### src/rtl/muldiv_pkg.sv
// Shared ALU op codes, sequencer state encoding and op-class helpers
// for the multiply/divide unit.
package muldiv_pkg;

    // ALU operation codes (shared with ALU control and the ALU itself)
    localparam logic [2:0] FORWARD = 3'b000;
    localparam logic [2:0] OR      = 3'b001;
    localparam logic [2:0] ADD     = 3'b010;
    localparam logic [2:0] MFHI    = 3'b011;
    localparam logic [2:0] MFLO    = 3'b100;
    localparam logic [2:0] MUL     = 3'b101;
    localparam logic [2:0] SUB     = 3'b110;
    localparam logic [2:0] DIV     = 3'b111;

    // Sequencer state encoding
    localparam logic [1:0] IDLE = 2'd0;
    localparam logic [1:0] RUN  = 2'd1;
    localparam logic [1:0] DONE = 2'd2;

    // Ops that launch a multi-cycle computation
    function automatic logic is_muldiv(input logic [2:0] op);
        return (op == MUL) || (op == DIV);
    endfunction

    // Ops that depend on HI/LO and therefore must wait while busy
    function automatic logic is_hilo_op(input logic [2:0] op);
        return (op == MUL) || (op == DIV) || (op == MFHI) || (op == MFLO);
    endfunction

endpackage

### src/rtl/muldiv_iter_core.sv
// Iterative datapath: one unsigned shift-add multiply step or one
// restoring divide step per cycle. A single 2*WIDTH accumulator serves
// both ops: {product_hi, multiplier/product_lo} for MUL and
// {remainder, quotient} for DIV, so the result is always {HI, LO}.
module muldiv_iter_core
    import muldiv_pkg::*;
#(
    parameter int WIDTH = 32
) (
    input  logic             Clk,
    input  logic             Reset,
    input  logic             load_i,
    input  logic             step_i,
    input  logic             is_div_i,
    input  logic [WIDTH-1:0] a_i,
    input  logic [WIDTH-1:0] b_i,
    output logic [WIDTH-1:0] res_hi_o,
    output logic [WIDTH-1:0] res_lo_o
);

    logic [2*WIDTH-1:0] acc_q, acc_d, acc_step;
    logic [WIDTH-1:0]   opnd_q, opnd_d;   // multiplicand or divisor
    logic               is_div_q, is_div_d;
    logic [WIDTH:0]     mul_sum;
    logic [WIDTH:0]     rem_sh;
    logic [WIDTH+1:0]   diff;

    // One iteration of the selected algorithm applied to the current accumulator
    always_comb begin
        mul_sum = {1'b0, acc_q[2*WIDTH-1:WIDTH]} + {1'b0, opnd_q};
        rem_sh  = {acc_q[2*WIDTH-1:WIDTH], acc_q[WIDTH-1]};
        diff    = {1'b0, rem_sh} - {2'b00, opnd_q};
        if (is_div_q) begin
            // Non-negative trial difference always fits in WIDTH bits (it is < divisor)
            if (!diff[WIDTH+1])
                acc_step = {diff[WIDTH-1:0], acc_q[WIDTH-2:0], 1'b1};
            else
                acc_step = {rem_sh[WIDTH-1:0], acc_q[WIDTH-2:0], 1'b0};
        end else begin
            // Carry out of the add becomes the new accumulator MSB after the shift
            if (acc_q[0])
                acc_step = {mul_sum, acc_q[WIDTH-1:1]};
            else
                acc_step = {1'b0, acc_q[2*WIDTH-1:1]};
        end
    end

    // Next-state select: load operands, iterate, or hold
    always_comb begin
        acc_d    = acc_q;
        opnd_d   = opnd_q;
        is_div_d = is_div_q;
        if (load_i) begin
            is_div_d = is_div_i;
            acc_d    = is_div_i ? {{WIDTH{1'b0}}, a_i} : {{WIDTH{1'b0}}, b_i};
            opnd_d   = is_div_i ? b_i : a_i;
        end else if (step_i) begin
            acc_d = acc_step;
        end
    end

    // Datapath registers, cleared by synchronous reset
    always_ff @(posedge Clk) begin
        if (Reset) begin
            acc_q    <= '0;
            opnd_q   <= '0;
            is_div_q <= 1'b0;
        end else begin
            acc_q    <= acc_d;
            opnd_q   <= opnd_d;
            is_div_q <= is_div_d;
        end
    end

    // Result of the iteration in progress, captured by the sequencer on the final step
    assign res_hi_o = acc_step[2*WIDTH-1:WIDTH];
    assign res_lo_o = acc_step[WIDTH-1:0];

endmodule

### src/rtl/muldiv_sequencer.sv
// Multi-cycle MUL/DIV unit with HI/LO registers. Owns the IDLE/RUN/DONE
// FSM, iteration counter, HI/LO and the MFHI/MFLO read mux; the per-cycle
// arithmetic lives in muldiv_iter_core.
module muldiv_sequencer
    import muldiv_pkg::*;
#(
    parameter int WIDTH = 32,
    parameter int CNT_W = 6
) (
    input  logic             Clk,
    input  logic             Reset,
    input  logic             Start,
    input  logic [2:0]       ALUCtl,
    input  logic [WIDTH-1:0] A,
    input  logic [WIDTH-1:0] B,
    output logic [WIDTH-1:0] ReadData,
    output logic [WIDTH-1:0] HiOut,
    output logic [WIDTH-1:0] LoOut,
    output logic             Busy,
    output logic             Done,
    output logic             Stall
);

    logic [1:0]       state_q, state_d;
    logic [CNT_W-1:0] cnt_q, cnt_d;
    logic [WIDTH-1:0] hi_q, hi_d, lo_q, lo_d;
    logic             core_load, core_step;
    logic [WIDTH-1:0] res_hi, res_lo;

    muldiv_iter_core #(.WIDTH(WIDTH)) u_core (
        .Clk      (Clk),
        .Reset    (Reset),
        .load_i   (core_load),
        .step_i   (core_step),
        .is_div_i (ALUCtl == DIV),
        .a_i      (A),
        .b_i      (B),
        .res_hi_o (res_hi),
        .res_lo_o (res_lo)
    );

    // FSM: accept in IDLE, iterate WIDTH times in RUN, one-cycle DONE
    always_comb begin
        state_d   = state_q;
        cnt_d     = cnt_q;
        hi_d      = hi_q;
        lo_d      = lo_q;
        core_load = 1'b0;
        core_step = 1'b0;
        case (state_q)
            IDLE: begin
                if (Start && is_muldiv(ALUCtl)) begin
                    if (ALUCtl == DIV && B == '0) begin
                        // Divide by zero resolves immediately without iterating
                        hi_d    = A;
                        lo_d    = '1;
                        state_d = DONE;
                    end else begin
                        core_load = 1'b1;
                        cnt_d     = CNT_W'(WIDTH - 1);
                        state_d   = RUN;
                    end
                end
            end
            RUN: begin
                core_step = 1'b1;
                if (cnt_q == '0) begin
                    hi_d    = res_hi;
                    lo_d    = res_lo;
                    state_d = DONE;
                end else begin
                    cnt_d = cnt_q - CNT_W'(1);
                end
            end
            DONE:    state_d = IDLE;
            default: state_d = IDLE;
        endcase
    end

    // State, counter and HI/LO registers with synchronous reset
    always_ff @(posedge Clk) begin
        if (Reset) begin
            state_q <= IDLE;
            cnt_q   <= '0;
            hi_q    <= '0;
            lo_q    <= '0;
        end else begin
            state_q <= state_d;
            cnt_q   <= cnt_d;
            hi_q    <= hi_d;
            lo_q    <= lo_d;
        end
    end

    // Status outputs and the combinational HI/LO read port
    always_comb begin
        Busy  = (state_q == RUN) || (state_q == DONE);
        Done  = (state_q == DONE);
        Stall = Busy && Start && is_hilo_op(ALUCtl);
        if (ALUCtl == MFHI)
            ReadData = hi_q;
        else if (ALUCtl == MFLO)
            ReadData = lo_q;
        else
            ReadData = '0;
    end

    assign HiOut = hi_q;
    assign LoOut = lo_q;

endmodule

### config.mk
export PLATFORM = sky130hd
export DESIGN_NAME = muldiv_sequencer
export DESIGN_NICKNAME = d
export VERILOG_FILES = /design/src/rtl/muldiv_pkg.sv /design/src/rtl/muldiv_iter_core.sv /design/src/rtl/muldiv_sequencer.sv
export SDC_FILE = /design/constraint.sdc
export NUM_CORES = 1
export LEC_CHECK = 0
export BUFFER_PORTS_ARGS = -buffer_cell sky130_fd_sc_hd__clkbuf_2
export CAP_MARGIN = 15
export CELL_PAD_IN_SITES_DETAIL_PLACEMENT = 1
export CELL_PAD_IN_SITES_GLOBAL_PLACEMENT = 1
export CORE_MARGIN = 2
export CORE_UTILIZATION = 48
export DETAILED_ROUTE_END_ITERATION = 6
export PLACE_DENSITY = 0.95
export SLEW_MARGIN = 20
export SYNTH_ARGS = -nofsm -noshare
export SYNTH_HDL_FRONTEND = slang
export SYNTH_HIERARCHICAL = 1
export SYNTH_SLANG_ARGS = --single-unit
### constraint.sdc
create_clock -name Clk -period 4.8 [get_ports Clk]
set_input_delay 0.48 -clock Clk [delete_from_list [all_inputs] [get_ports Clk]]
set_output_delay 0.48 -clock Clk [all_outputs]
set_load 0.02 [all_outputs]
Yosys cells after proc, flatten, opt, wreduce, memory -nomap -nowiden

Cells that the tools add are included.

Register bits after elaboration: 169
Input bits: 70
Logic and storage cells: 66

Add/sub/neg operators: 3
Eq/ne operators: 11
Muxes and demuxes: 29
Reductions and logical operators: 16

Operators with widths:

| cell                                             | count |
|---|---|
| 2-to-1 mux 32 bit                                | 10 |
| 2-to-1 mux 64 bit                                | 5 |
| case mux 32 bit (2 select lines)                 | 2 |
| subtractor 33 x 32 -> 34 bit                     | 1 |
| adder 32 x 32 -> 33 bit                          | 1 |
| zero test 32 bit                                 | 1 |
| 2-to-1 mux 6 bit                                 | 3 |
| case mux 6 bit (2 select lines)                  | 1 |
| != test 2 bit, second input constant             | 5 |
| == test 3 bit, second input constant             | 3 |
| AND reduction 4 bit                              | 2 |
| zero test 6 bit                                  | 1 |
| 2-to-1 mux 2 bit                                 | 3 |
| subtractor 6 x 1 -> 6 bit, second input constant | 1 |
| logical AND 1 bit                                | 4 |
| logical OR 1 bit                                 | 4 |
| 2-to-1 mux 1 bit                                 | 4 |
| case mux 2 bit (2 select lines)                  | 1 |
| nonzero test 2 bit                               | 2 |
| == test 3 x 2 -> 1 bit, second input constant    | 1 |
| == test 2 x 1 -> 1 bit, second input constant    | 1 |
| == test 2 bit, second input constant             | 1 |
| zero test 2 bit                                  | 1 |
| AND reduction 2 bit                              | 1 |

Longest topological paths before layout

Word-level depth: 6
Gate-level depth with buffers: 16
Depth with buffers taken out: 14

By module

Netlist, hierarchy kept.

Modules (own cells, without submodules):

| module           | times used | cells an instance | area an instance (um^2) | seq. area each (um^2) |
|---|---|---|---|---|
| muldiv_iter_core | 1          | 1,234             | 9,360.2                 | 1,941.9 |
| muldiv_sequencer | 1          | 381               | 3,981.3                 | 1,441.4 |

Worst setup path after synthesis

Ideal clock, no wire load.

Path type: register to register
Start point: register u_core.acc_q[32]
End point: register hi_q[25], in the netlist HiOut[25]
Arrival: 2.950 ns
Data required time: 4.655 ns
Path slack: 1.705 ns
Stages on the path, launching flop included: 14
Path buffers: 0
Period minus slack after synthesis: 3.095 ns
Cell sequence: dfxtp_1 > ha_1 > fa_1 > a211oi_2 > o21bai_1 > a211o_1 > a31oi_2 > o21a_1 > o2bb2ai_1 > nor3_1 > a2111oi_4 > nor2_1 > mux2i_1 > a211oi_2

Word-level cells in the longest chain between the ends: 5

RTL lines:

| item                                                                           | line                                           | RTL |
|---|---|---|
| start: declaration                                                             | muldiv_iter_core.sv:21                         | `logic [2*WIDTH-1:0] acc_q, acc_d, acc_step;` |
| start signal: assignment                                                       | muldiv_iter_core.sv:65                         | `acc_q <= '0;` |
| start signal: assignment                                                       | muldiv_iter_core.sv:69                         | `acc_q <= acc_d;` |
| subtractor 33 x 32 -> 34 bit / adder 32 x 32 -> 33 bit (equally long branches) | muldiv_iter_core.sv:32, muldiv_iter_core.sv:30 |  |
| 2-to-1 mux 64 bit (on tied branches)                                           | muldiv_iter_core.sv:35, muldiv_iter_core.sv:41 |  |
| 2-to-1 mux 64 bit (*)                                                          | muldiv_iter_core.sv:33                         | `if (is_div_q) begin` |
| via res_hi[25]                                                                 | muldiv_sequencer.sv:28                         | `logic [WIDTH-1:0] res_hi, res_lo;` |
| 2-to-1 mux 32 bit (*)                                                          | muldiv_sequencer.sv:67                         | `if (cnt_q == '0) begin` |
| case mux 32 bit (2 select lines) (*)                                           | muldiv_sequencer.sv:50                         | `case (state_q)` |
| end signal: assignment                                                         | muldiv_sequencer.sv:90                         | `hi_q <= hi_d;` |
| end: declaration                                                               | muldiv_sequencer.sv:26                         | `logic [WIDTH-1:0] hi_q, hi_d, lo_q, lo_d;` |

Mark *: on every way through the listed nets, which the timed path passes. The rest lies on a longest branch. The select of a mux whose other input is x is not followed.
A chain may end at the register's enable or synchronous reset.

Final worst setup path

Start point: register u_core.opnd_q[1]
End point: register hi_q[1], in the netlist HiOut[1]

Word-level cells in the longest chain between the ends: 5

RTL lines:

| item                                                                           | line                                           | RTL |
|---|---|---|
| start: declaration                                                             | muldiv_iter_core.sv:22                         | `logic [WIDTH-1:0] opnd_q, opnd_d;` |
| start signal: assignment                                                       | muldiv_iter_core.sv:70                         | `opnd_q <= opnd_d;` |
| subtractor 33 x 32 -> 34 bit / adder 32 x 32 -> 33 bit (equally long branches) | muldiv_iter_core.sv:32, muldiv_iter_core.sv:30 |  |
| 2-to-1 mux 64 bit (on tied branches)                                           | muldiv_iter_core.sv:35, muldiv_iter_core.sv:41 |  |
| 2-to-1 mux 64 bit (*)                                                          | muldiv_iter_core.sv:33                         |  |
| via res_hi[1]                                                                  | muldiv_sequencer.sv:28                         |  |
| 2-to-1 mux 32 bit (*)                                                          | muldiv_sequencer.sv:67                         |  |
| case mux 32 bit (2 select lines) (*)                                           | muldiv_sequencer.sv:50                         |  |

Marked as above.

==> summary.md <==
| Metric | Value |
|---|---|
| Status | `completed` |
| CTS tree | `yes` |
| Syn-to-layout area delta | `10.4%` |
| Core Area | `0.0276 mm^2` |
| Max incr delay on CP | `0.50 ns` |
| Net Count, Synth | `about 1,800` |
| Fmax | `about 0.24 GHz` |
| Initial Util | `around half` |
| Clock buffer depth | `2` |
| Vias per Instance | `~7` |
| Final hold violations | `0` |
| Slew HR | `approximately 16%` |
| Number of DRC markers in iteration 0 | `2,199` |
| Final Critical Period | `4.17 ns` |
| Synthesized area per cell | `8.26 um^2` |
| CTS Buf Count | `17` |
| Pre-CTS WS | `a little under 1 ns` |
| Die Width | `roughly 170 um` |
| Final setup violation count | `0` |
| CP Launch Type | `flip-flop` |
| Wirelength per Cell | `just under 30 um` |
| Post-CTS sizing | `0` |
| Via Count | `15,000` |
| Top-area cell type share of the netlist area | `around a quarter` |
| Max Clock Skew | `between 0.015 and 0.02 ns` |
| Register area share after synthesis | `25.4%` |
| Gr usage total | `41.1%` |
| Final instance area | `about 0.015 mm^2` |
| Max Fanout on Critical Path | `12` |
| Number of synthesized flops with an enable pin | `0` |
| Post-synthesis cell area | `between 0.01 and 0.015 mm^2` |
| Clk slew on worst S/H paths | `about 0.08 ns` |
| Later-pin clock latency in the skew report | `approximately 0.45 ns` |
| Leakage power total | `between 6 and 7 nW` |
| Layout filler cell count | `about 3,300` |
| Post-CTS Setup Bufs | `0` |
| CP Cell Sequence | `inv_1 > ha_1 > nor2b_1 > o2111a_1 > o2111ai_2 > a21oi_1 > a21oi_2 > o21bai_2 > buf_4 > mux2i_1 > a21oi_1 > inv_1 > mux2i_1 > a211oi_1` |
| Sinks on Clock Net | `approximately 170` |
| Yosys top cell by area | `dfxtp_1` |
| Cell variety after synth | `slightly above 90` |
| Syn. warnings | `6` |
| Tot Pwr | `about 4.3 mW` |
| DRC violations left | `0` |
| Gr ovfl total | `0` |
| Area of placed instances | `between 0.01 and 0.015 mm^2` |
| Top delay family on crit path | `compound AO/OA/AOI/OAI gates` |
| Mapped Cells | `~1,600` |
| Worst-Margin Slew | `around 1.2 ns` |
| CP Class | `reg -> reg` |
| Hold_ws | `between 0.3 and 0.4 ns` |
| Post-DP HPWL | `slightly below 40 mm` |
| Final core utilization | `53.5%` |
| Largest net degree at the start of global routing | `~130` |
| WP data required | `5.06 ns` |
| RSZ-0062 raised after global routing | `no` |
| Max-cap violation count | `0` |
| Port Buffers | `between 150 and 200` |
| Buf+Inv Stages, Crit Path | `3` |
| Pins over their slew limit | `0` |
| RePlAce Congestion | `between 0.9 and 1` |
| Share of layout cells above drive strength 1 | `~21%` |
| Final cycle utilization of the critical path | `86.9%` |
| # diodes | `0` |
| Drt pass-1 iters | `6` |
| Routed wire length | `61.0 mm` |
| I/O pins | `roughly 170` |
| Fin Setup TNS | `0 ns` |
| Synth top area cells | `dfxtp_1 (25%), ha_1 (6.5%), mux2i_1 (5.7%), a211oi_1 (5.3%), mux2_2 (5.1%)` |
| Post-synth ARST share | `0%` |
| Final worst slack | `0.628 ns` |
| CP arrival | `approximately 4.4 ns` |
| H-tree Lvls | `4` |
| Global-route wire length before repair | `a little over 90 mm` |
| CTS Hold Bufs | `0` |
| Worst path slowest cell | `dfxtp_1` |
| Flops & latches, synth | `~170` |
| Most common flop cell mapped by yosys | `dfxtp_1` |
| CP endpoint kind | `flip-flop` |
| Post-Layout Cell Count | `between 2,000 and 2,500` |
| Final net count | `1,839` |
| Vias in the first global route | `between 15,000 and 20,000` |
| Hold Path Class | `in -> reg` |
| Root Driver | `clkbuf_16` |
| Die H | `around 170 um` |
| Cells after DPL | `2,057` |
| Antenna violations before repair | `0` |
| Worst vdd ir | `approximately 0.00023 V` |
| Post-route ant nets | `0` |
| Die ar. | `around 0.029 mm^2` |
| PD cells | `between 200 and 300 mW/mm^2` |
| Row cnt | `~60` |
==> synth_stat cells, types with 17 or more instances <==
| library cell | count |
|---|---|
| xnor2_1 | 36 |
| nand2_1 | 131 |
| a211oi_1 | 95 |
| nor2b_1 | 55 |
| nor3_1 | 17 |
| clkbuf_1 | 71 |
| a31oi_1 | 26 |
| dfxtp_1 | 169 |
| a21oi_1 | 119 |
| or3_1 | 37 |
| o21ai_0 | 37 |
| ha_1 | 69 |
| mux2_2 | 61 |
| nand3_1 | 22 |
| o22a_1 | 33 |
| inv_1 | 62 |
| nor2_1 | 147 |
| mux2i_1 | 76 |
| a211oi_2 | 33 |
| a21o_1 | 24 |
| a22o_1 | 56 |
==> worst paths after layout <==
check	from	endpoint	slack [ns]	cells past startpoint
worst min register to register	u_core/opnd_q[6]	u_core/opnd_q[6]	0.52	2
worst max-delay path	u_core/opnd_q[1]	HiOut[1]	0.63	14
worst max register to register	u_core/opnd_q[1]	HiOut[1]	0.63	14
worst min-delay path	A[5]	u_core/opnd_q[5]	0.40	3
==> final cells by class <==
| cell class | instances | area (um^2) | area share [%] |
|---|---|---|---|
| inverter | 64 | 241 | 1.64 |
| clock buffer | 18 | 439 | 2.98 |
| clock inverter | 14 | 149 | 1.01 |
| tap | 378 | 473 | 3.21 |
| timing repair buffer | 186 | 991 | 6.73 |
| sequential | 169 | 3390 | 23.0 |
| multi-input combinational | 1260 | 9050 | 61.4 |
==> flip-flops by register name (all words and copies together) (netlist names) <==
signal           count
HiOut               32
LoOut               32
cnt_q                6
state_q              2
u_core/acc_q        64
u_core/is_div_q      1
u_core/opnd_q       32
==> worst reg2reg max path, stage by stage, from the launching register on <==
cell	delay (ns)
dfxtp_1	0.50
inv_1	0.12
ha_1	0.28
nor2b_1	0.25
o2111a_1	0.32
o2111ai_2	0.19
a21oi_1	0.32
a21oi_2	0.15
o21bai_2	0.47
buf_4	0.35
mux2i_1	0.14
a21oi_1	0.39
inv_1	0.10
mux2i_1	0.26
a211oi_1	0.14
==> layer usage <==
| layer | up-vias | global-route usage (%) | wire length [um] |
|---|---|---|---|
| li1 | 6130 | - | - |
| met1 | 7262 | 50.8 | 22900 |
| met2 | 1245 | 65.6 | 27500 |
| met3 | 379 | 10.2 | 6610 |
| met4 | 0 | 22.9 | 4040 |
| met5 | - | 0 | 0 |
==> cells in the final DEF, fill, tap and decap left out, types with 9 or more instances in the layout <==
cell	instances
o21ai_0	37
a22o_1	56
ha_1	68
o22a_1	33
clkbuf_2	167
clkbuf_16	17
nand3_1	22
nor2b_1	55
o211ai_1	11
dfxtp_1	168
a21oi_1	119
o21bai_1	11
a31oi_1	26
mux2_2	61
buf_4	18
nor2_1	143
nand4_1	16
nand2_1	131
a21o_1	24
a211oi_1	95
inv_1	62
o21ai_1	9
or3_1	37
xor2_1	11
mux2i_1	76
nor3_1	17
xnor2_1	36
a211oi_2	32
and3_1	9
==> power by group <==
part | internal, mW | leakage [nW] | switching [mW]
sequential | 1.47 | 1.37 | 0.0930
combinational | 0.432 | 4.45 | 0.818
clock | 0.712 | 0.287 | 0.737
total | 2.61 | 6.11 | 1.65
==> cell families after synthesis <==
family                     Yosys count  share of synthesized area [%]
AOI/OAI and AO/OA                  521                           29.2
and+or+nand+nor                    484                           17.7
buffers and inverters              186                           7.08
DFF                                169                           25.4
muxes                              137                           10.9
adders and majority gates           71                           6.77
xor gates and xnor gates            47                           3.09
(Power assumes the default switching activity.)
